`config.mk`:
```
export PLATFORM = sky130hd
export DESIGN_NAME = ram_fifo_flat
export DESIGN_NICKNAME = d
export VERILOG_FILES = /design/src/rtl/fifo_pkg.sv /design/src/rtl/ram_fifo_if.sv /design/src/rtl/ram_dp.sv /design/src/rtl/ram_fifo.sv /design/src/flat_wrapper.sv
export SDC_FILE = /design/constraint.sdc
export NUM_CORES = 1
export LEC_CHECK = 0
export CAP_MARGIN = 5
export CELL_PAD_IN_SITES_DETAIL_PLACEMENT = 0
export CELL_PAD_IN_SITES_GLOBAL_PLACEMENT = 1
export CORE_MARGIN = 2
export CORE_UTILIZATION = 43
export CTS_BUF_LIST = sky130_fd_sc_hd__clkbuf_16
export CTS_CLUSTER_DIAMETER = 60
export DETAILED_ROUTE_END_ITERATION = 8
export GPL_TIMING_DRIVEN = 0
export PLACE_DENSITY_LB_ADDON = 0.15
export SLEW_MARGIN = 30
export SYNTH_ARGS = -nofsm -noshare
export SYNTH_HDL_FRONTEND = slang
export SYNTH_HIERARCHICAL = 1
export SYNTH_SLANG_ARGS = --single-unit
export TNS_END_PERCENT = 10
```
`constraint.sdc`:
```
create_clock -name CLK -period 6.3 [get_ports CLK]
set_input_delay 0.63 -clock CLK [delete_from_list [all_inputs] [get_ports CLK]]
set_output_delay 0.63 -clock CLK [all_outputs]
set_load 0.01 [all_outputs]
```
`src/rtl/fifo_pkg.sv`:
```
// Shared constants and width helpers for the RAM-backed FIFO.
package fifo_pkg;
  localparam int DATA_W_DEF = 4;
  localparam int DEPTH_DEF  = 32;

  // Ceiling log2, usable in constant expressions.
  function automatic int clog2_f(input int n);
    int r;
    int v;
    r = 0;
    v = n - 1;
    while (v > 0) begin
      r++;
      v = v >> 1;
    end
    return r;
  endfunction

  // Occupancy needs one extra bit so that DEPTH itself is representable.
  function automatic int cnt_w(input int depth);
    return clog2_f(depth) + 1;
  endfunction
endpackage

```
`src/rtl/ram_fifo_if.sv`:
```
// Producer/consumer handshake bundle for ram_fifo.
interface ram_fifo_if import fifo_pkg::*; #(
  parameter int DATA_W = DATA_W_DEF,
  parameter int DEPTH  = DEPTH_DEF
);
  localparam int CNT_W = cnt_w(DEPTH);

  logic              WR_EN;
  logic [DATA_W-1:0] DIN;
  logic              RD_EN;
  logic [DATA_W-1:0] DOUT;
  logic              DOUT_VALID;
  logic              FULL;
  logic              EMPTY;
  logic [CNT_W-1:0]  COUNT;
  logic              OVERFLOW;
  logic              UNDERFLOW;

  modport master (
    output WR_EN, DIN, RD_EN,
    input  DOUT, DOUT_VALID, FULL, EMPTY, COUNT, OVERFLOW, UNDERFLOW
  );

  modport slave (
    input  WR_EN, DIN, RD_EN,
    output DOUT, DOUT_VALID, FULL, EMPTY, COUNT, OVERFLOW, UNDERFLOW
  );
endinterface

```
`src/rtl/ram_dp.sv`:
```
// Simple dual-port register file: synchronous write, asynchronous read.
// Storage is intentionally not reset.
module ram_dp import fifo_pkg::*; #(
  parameter int DATA_W = DATA_W_DEF,
  parameter int DEPTH  = DEPTH_DEF,
  parameter int ADDR_W = clog2_f(DEPTH)
) (
  input  logic              CLK,
  input  logic              WE,
  input  logic [ADDR_W-1:0] WA,
  input  logic [DATA_W-1:0] DI,
  input  logic [ADDR_W-1:0] RA,
  output logic [DATA_W-1:0] DO
);
  logic [DATA_W-1:0] mem [DEPTH];

  // Write port; a same-address read this cycle still sees the old word.
  always_ff @(posedge CLK) begin
    if (WE) mem[WA] <= DI;
  end

  assign DO = mem[RA];
endmodule

```
`src/rtl/ram_fifo.sv`:
```
// Synchronous FIFO over ram_dp: pointers, occupancy, flags, registered
// read data and one-cycle error pulses.
module ram_fifo import fifo_pkg::*; #(
  parameter int DATA_W = DATA_W_DEF,
  parameter int DEPTH  = DEPTH_DEF
) (
  input  logic      CLK,
  input  logic      RST,
  ram_fifo_if.slave bus
);
  localparam int ADDR_W = clog2_f(DEPTH);
  localparam int CNT_W  = cnt_w(DEPTH);

  logic [ADDR_W-1:0] wr_ptr, rd_ptr;
  logic [CNT_W-1:0]  count;
  logic [DATA_W-1:0] ram_do, dout_q;
  logic              valid_q, ovf_q, udf_q;
  logic              full, empty, rd_ok, wr_ok;

  assign full  = (count == CNT_W'(DEPTH));
  assign empty = (count == '0);
  // A pop frees a slot in the same cycle, so a full FIFO can still accept a push.
  assign rd_ok = bus.RD_EN & ~empty;
  assign wr_ok = bus.WR_EN & (~full | rd_ok);

  ram_dp #(.DATA_W(DATA_W), .DEPTH(DEPTH), .ADDR_W(ADDR_W)) u_ram (
    .CLK (CLK),
    .WE  (wr_ok),
    .WA  (wr_ptr),
    .DI  (bus.DIN),
    .RA  (rd_ptr),
    .DO  (ram_do)
  );

  // Pointer and occupancy tracking; pointers wrap naturally at DEPTH.
  always_ff @(posedge CLK or posedge RST) begin
    if (RST) begin
      wr_ptr <= '0;
      rd_ptr <= '0;
      count  <= '0;
    end else begin
      if (wr_ok) wr_ptr <= wr_ptr + ADDR_W'(1);
      if (rd_ok) rd_ptr <= rd_ptr + ADDR_W'(1);
      if (wr_ok && !rd_ok)      count <= count + CNT_W'(1);
      else if (rd_ok && !wr_ok) count <= count - CNT_W'(1);
    end
  end

  // Registered read data, valid strobe and non-sticky error pulses.
  always_ff @(posedge CLK or posedge RST) begin
    if (RST) begin
      dout_q  <= '0;
      valid_q <= 1'b0;
      ovf_q   <= 1'b0;
      udf_q   <= 1'b0;
    end else begin
      if (rd_ok) dout_q <= ram_do;
      valid_q <= rd_ok;
      ovf_q   <= bus.WR_EN & ~wr_ok;
      udf_q   <= bus.RD_EN & empty;
    end
  end

  assign bus.DOUT       = dout_q;
  assign bus.DOUT_VALID = valid_q;
  assign bus.FULL       = full;
  assign bus.EMPTY      = empty;
  assign bus.COUNT      = count;
  assign bus.OVERFLOW   = ovf_q;
  assign bus.UNDERFLOW  = udf_q;
endmodule

```
`src/flat_wrapper.sv`:
```
// flat-port wrapper written by rule: the top's interface ports become plain ports
module ram_fifo_flat import fifo_pkg::*;
#(
  parameter int DATA_W = DATA_W_DEF,
  parameter int DEPTH  = DEPTH_DEF
)
  (CLK, RST, bus_WR_EN, bus_DIN, bus_RD_EN, bus_DOUT, bus_DOUT_VALID, bus_FULL, bus_EMPTY, bus_COUNT, bus_OVERFLOW, bus_UNDERFLOW);
  ram_fifo_if #(.DATA_W(DATA_W), .DEPTH(DEPTH)) bus_i ();
  input  logic CLK;
  input  logic RST;
  input wire logic [$bits(bus_i.WR_EN)-1:0] bus_WR_EN;
  input wire logic [$bits(bus_i.DIN)-1:0] bus_DIN;
  input wire logic [$bits(bus_i.RD_EN)-1:0] bus_RD_EN;
  output wire logic [$bits(bus_i.DOUT)-1:0] bus_DOUT;
  output wire logic [$bits(bus_i.DOUT_VALID)-1:0] bus_DOUT_VALID;
  output wire logic [$bits(bus_i.FULL)-1:0] bus_FULL;
  output wire logic [$bits(bus_i.EMPTY)-1:0] bus_EMPTY;
  output wire logic [$bits(bus_i.COUNT)-1:0] bus_COUNT;
  output wire logic [$bits(bus_i.OVERFLOW)-1:0] bus_OVERFLOW;
  output wire logic [$bits(bus_i.UNDERFLOW)-1:0] bus_UNDERFLOW;
  assign bus_i.WR_EN = bus_WR_EN;
  assign bus_i.DIN = bus_DIN;
  assign bus_i.RD_EN = bus_RD_EN;
  assign bus_DOUT = bus_i.DOUT;
  assign bus_DOUT_VALID = bus_i.DOUT_VALID;
  assign bus_FULL = bus_i.FULL;
  assign bus_EMPTY = bus_i.EMPTY;
  assign bus_COUNT = bus_i.COUNT;
  assign bus_OVERFLOW = bus_i.OVERFLOW;
  assign bus_UNDERFLOW = bus_i.UNDERFLOW;
  ram_fifo #(.DATA_W(DATA_W), .DEPTH(DEPTH)) u_core (.CLK(CLK), .RST(RST), .bus(bus_i));
endmodule
```
==> results.json <==
{
  "status": "finished, final reports clean",
  "drive_above_1_share_pct": 25.99,
  "first_iter_violations": 304,
  "syn_area_per_cell_um2": 19.28,
  "critPathLaunch": "bus_RD_EN",
  "routed_wl_mm": 12.38,
  "yosysSeqAreaShare_pct": 70.97,
  "route.vias.total": 3045,
  "numClockSinks": 151,
  "slew_headroom_pct": 38.71,
  "wl_per_cell_um": 22.22,
  "hold_start": "u_core/rd_ptr[4]",
  "multi_input_area_um2": 1715,
  "regArea_um2": 4419,
  "end_kind": "register",
  "hold_buffers": 0,
  "stdcell_area_um2": 7232,
  "finalNonFillerCells": 557,
  "grt.total_usage_pct": 17.14,
  "power_density_nw_per_um2": 467.3,
  "postCtsSetupBuffers": 0,
  "area_growth_pct": 16.13,
  "cp.arrival_ns": 3.73,
  "synthCells": 323,
  "finalSetupTns_ns": 0,
  "dp.cells": 525,
  "final_nets": 380,
  "post_cts_resized": 0,
  "grt_max_degree": 33,
  "die_x_um": 124.3,
  "finalSetupViolations": 0,
  "root_buffer": "clkbuf_16",
  "htree_levels": 4,
  "post-route-util_pct": 51.70,
  "min_period_ns": 3.429,
  "pre_cts_ws_ns": 2.444,
  "placed_area_um2": 6658,
  "cts_buffers": 17,
  "syn_nets": 339,
  "setup_slack_ns": 2.871,
  "dpl.hpwl_mm": 8.185,
  "critical_path_class": "in -> reg",
  "coreArea_um2": 13990,
  "drc": 0,
  "worstPathRequired_ns": 6.60,
  "whs_ns": 0.4874,
  "grt_pass1_wl_mm": 19.26,
  "ys_ff_latch": 151,
  "dr.pass1.iters": 4,
  "nFillCells": 1154,
  "clk_pin_slew_ns": 0.06,
  "start_util_pct": 44.52,
  "yosysWarnings": 6,
  "layout_commonest_cell": "edfxtp_1",
  "vias_per_cell": 5.467,
  "portBuffers": 22,
  "die_area_um2": 15460,
  "rsz0062_at_grt": "false",
  "cts_buffer_depth": 2,
  "ioPinCount": 23,
  "antenna_found_initial": 0,
  "finalCritPeriodShare_pct": 54.43,
  "final_cell_mix": "edfxtp_1, mux4_2, nor2_1",
  "ant_nets": 0,
  "die_h_um": 124.3,
  "antenna_cells": 0,
  "maxCapViolations": 0,
  "critical_path_peak_fanout": 10,
  "p_leak_nw": 2.390,
  "grt_overflow": 0,
  "rows": 43,
  "yosys.cell_types.count": 39,
  "worstMarginPinSlew_ns": 0.9193,
  "p_total_mw": 3.380,
  "finalHoldViolCount": 0,
  "finalMaxSlewViolations": 0,
  "ir_worst_vdd_uv": 207.2,
  "rrSetupSlack_ns": 2.96,
  "place.gp.congestion": 0.7377,
  "worst_setup_path_start_kind": "primary input",
  "hp-class": "reg -> reg",
  "grt_pass1_vias": 3190,
  "clock_latency_ns": 0.42,
  "rr_startpoint": "u_core/bus.COUNT[0]",
  "cts_tree": "done",
  "mappedNetlistArea_um2": 6227,
  "fmax_ghz": 0.2916,
  "skew_ns": 0.005814
}
==> cell type report <==
type	count	share of cell area, %
plain buffers	13	1.125
clock buffers	17	5.882
flip-flops and latches	151	61.11
repair buffers	22	2.768
well taps	180	3.114
multi-input cells	156	23.72
clock inverters	15	2.128
inverters	3	0.1557
==> power breakdown <==
part	switching, mW	internal, mW
combinational	0.525	0.548
clock	0.395	0.583
sequential	0.116	1.21
==> synthesized netlist by cell type <==
cell type	n	share of area, %
a211oi_1	1	0.12
a21o_1	2	0.24
a21oi_1	3	0.24
a221o_1	1	0.16
and2_1	1	0.10
and3b_1	1	0.14
buf_1	4	0.24
buf_2	2	0.16
buf_6	4	0.72
clkbuf_1	3	0.18
dfrtp_1	23	9.2
edfxtp_1	128	62
fa_1	1	0.32
ha_1	7	1.4
inv_1	3	0.18
mux2_2	11	2.0
mux4_2	40	14
nand2_1	7	0.42
nand3_1	3	0.24
nand3b_1	5	0.60
nand4_1	3	0.30
nor2_1	36	2.2
nor2b_1	1	0.10
nor3_1	2	0.16
nor3b_1	1	0.12
nor4_1	1	0.10
nor4b_1	1	0.14
o2111ai_1	1	0.14
o211ai_1	2	0.24
o21a_1	1	0.12
o21ai_0	3	0.24
o21bai_1	1	0.12
o41ai_4	1	0.44
or3_1	1	0.10
or3_4	1	0.18
or3b_2	4	0.56
or4b_1	1	0.16
xnor2_1	6	0.84
xor2_1	6	0.84
==> final timing paths <==
path / to / cells past startpoint
worst max register to register: u_core/bus.COUNT[5] / 10
max in group asynchronous: u_core/bus.COUNT[0] / 2
worst min register to register: u_core/rd_ptr[4] / 1
worst min-delay path: u_core/rd_ptr[4] / 1
min in group asynchronous: u_core/wr_ptr[2] / 2
worst max-delay path: u_core/bus.COUNT[5] / 10
==> metal layers <==
metal / global-route usage [%] / up-vias / routed length (µm)
li1: - / 1377 / -
met1: 24.97 / 1582 / 5870
met2: 25.07 / 74 / 5799
met3: 4.940 / 12 / 528
met4: 5.552 / 0 / 177
met5: 0 / - / 0
==> critical path: stages <==
cell and delay, ns:
clkdlybuf4s50_1 0.51, or4b_1 0.50, o21a_1 0.33, ha_1 0.31, inv_1 0.18, ha_1 0.27, a211oi_1 0.43, or3b_2 0.20
nand4_1 0.09, a221o_1 0.27
==> registers in the layout, summed over array words and instances, names as in the netlist <==
name,count
u_core/wr_ptr,5
u_core/bus.DOUT,4
u_core/bus.DOUT_VALID,1
u_core/bus.UNDERFLOW,1
u_core/bus.COUNT,6
u_core/rd_ptr,5
u_core/u_ram/mem,128
u_core/bus.OVERFLOW,1
==> cell families after synthesis <==
family,Yosys count,share of synthesized area [%]
muxes,51,16.46
and+or+nand+nor,69,5.606
xor gates and xnor gates,12,1.688
AOI/OAI and AO/OA,16,2.069
buffers and inverters,16,1.487
DFF,151,70.97
adders and majority gates,8,1.728
Power figures use the tool's default switching activity.
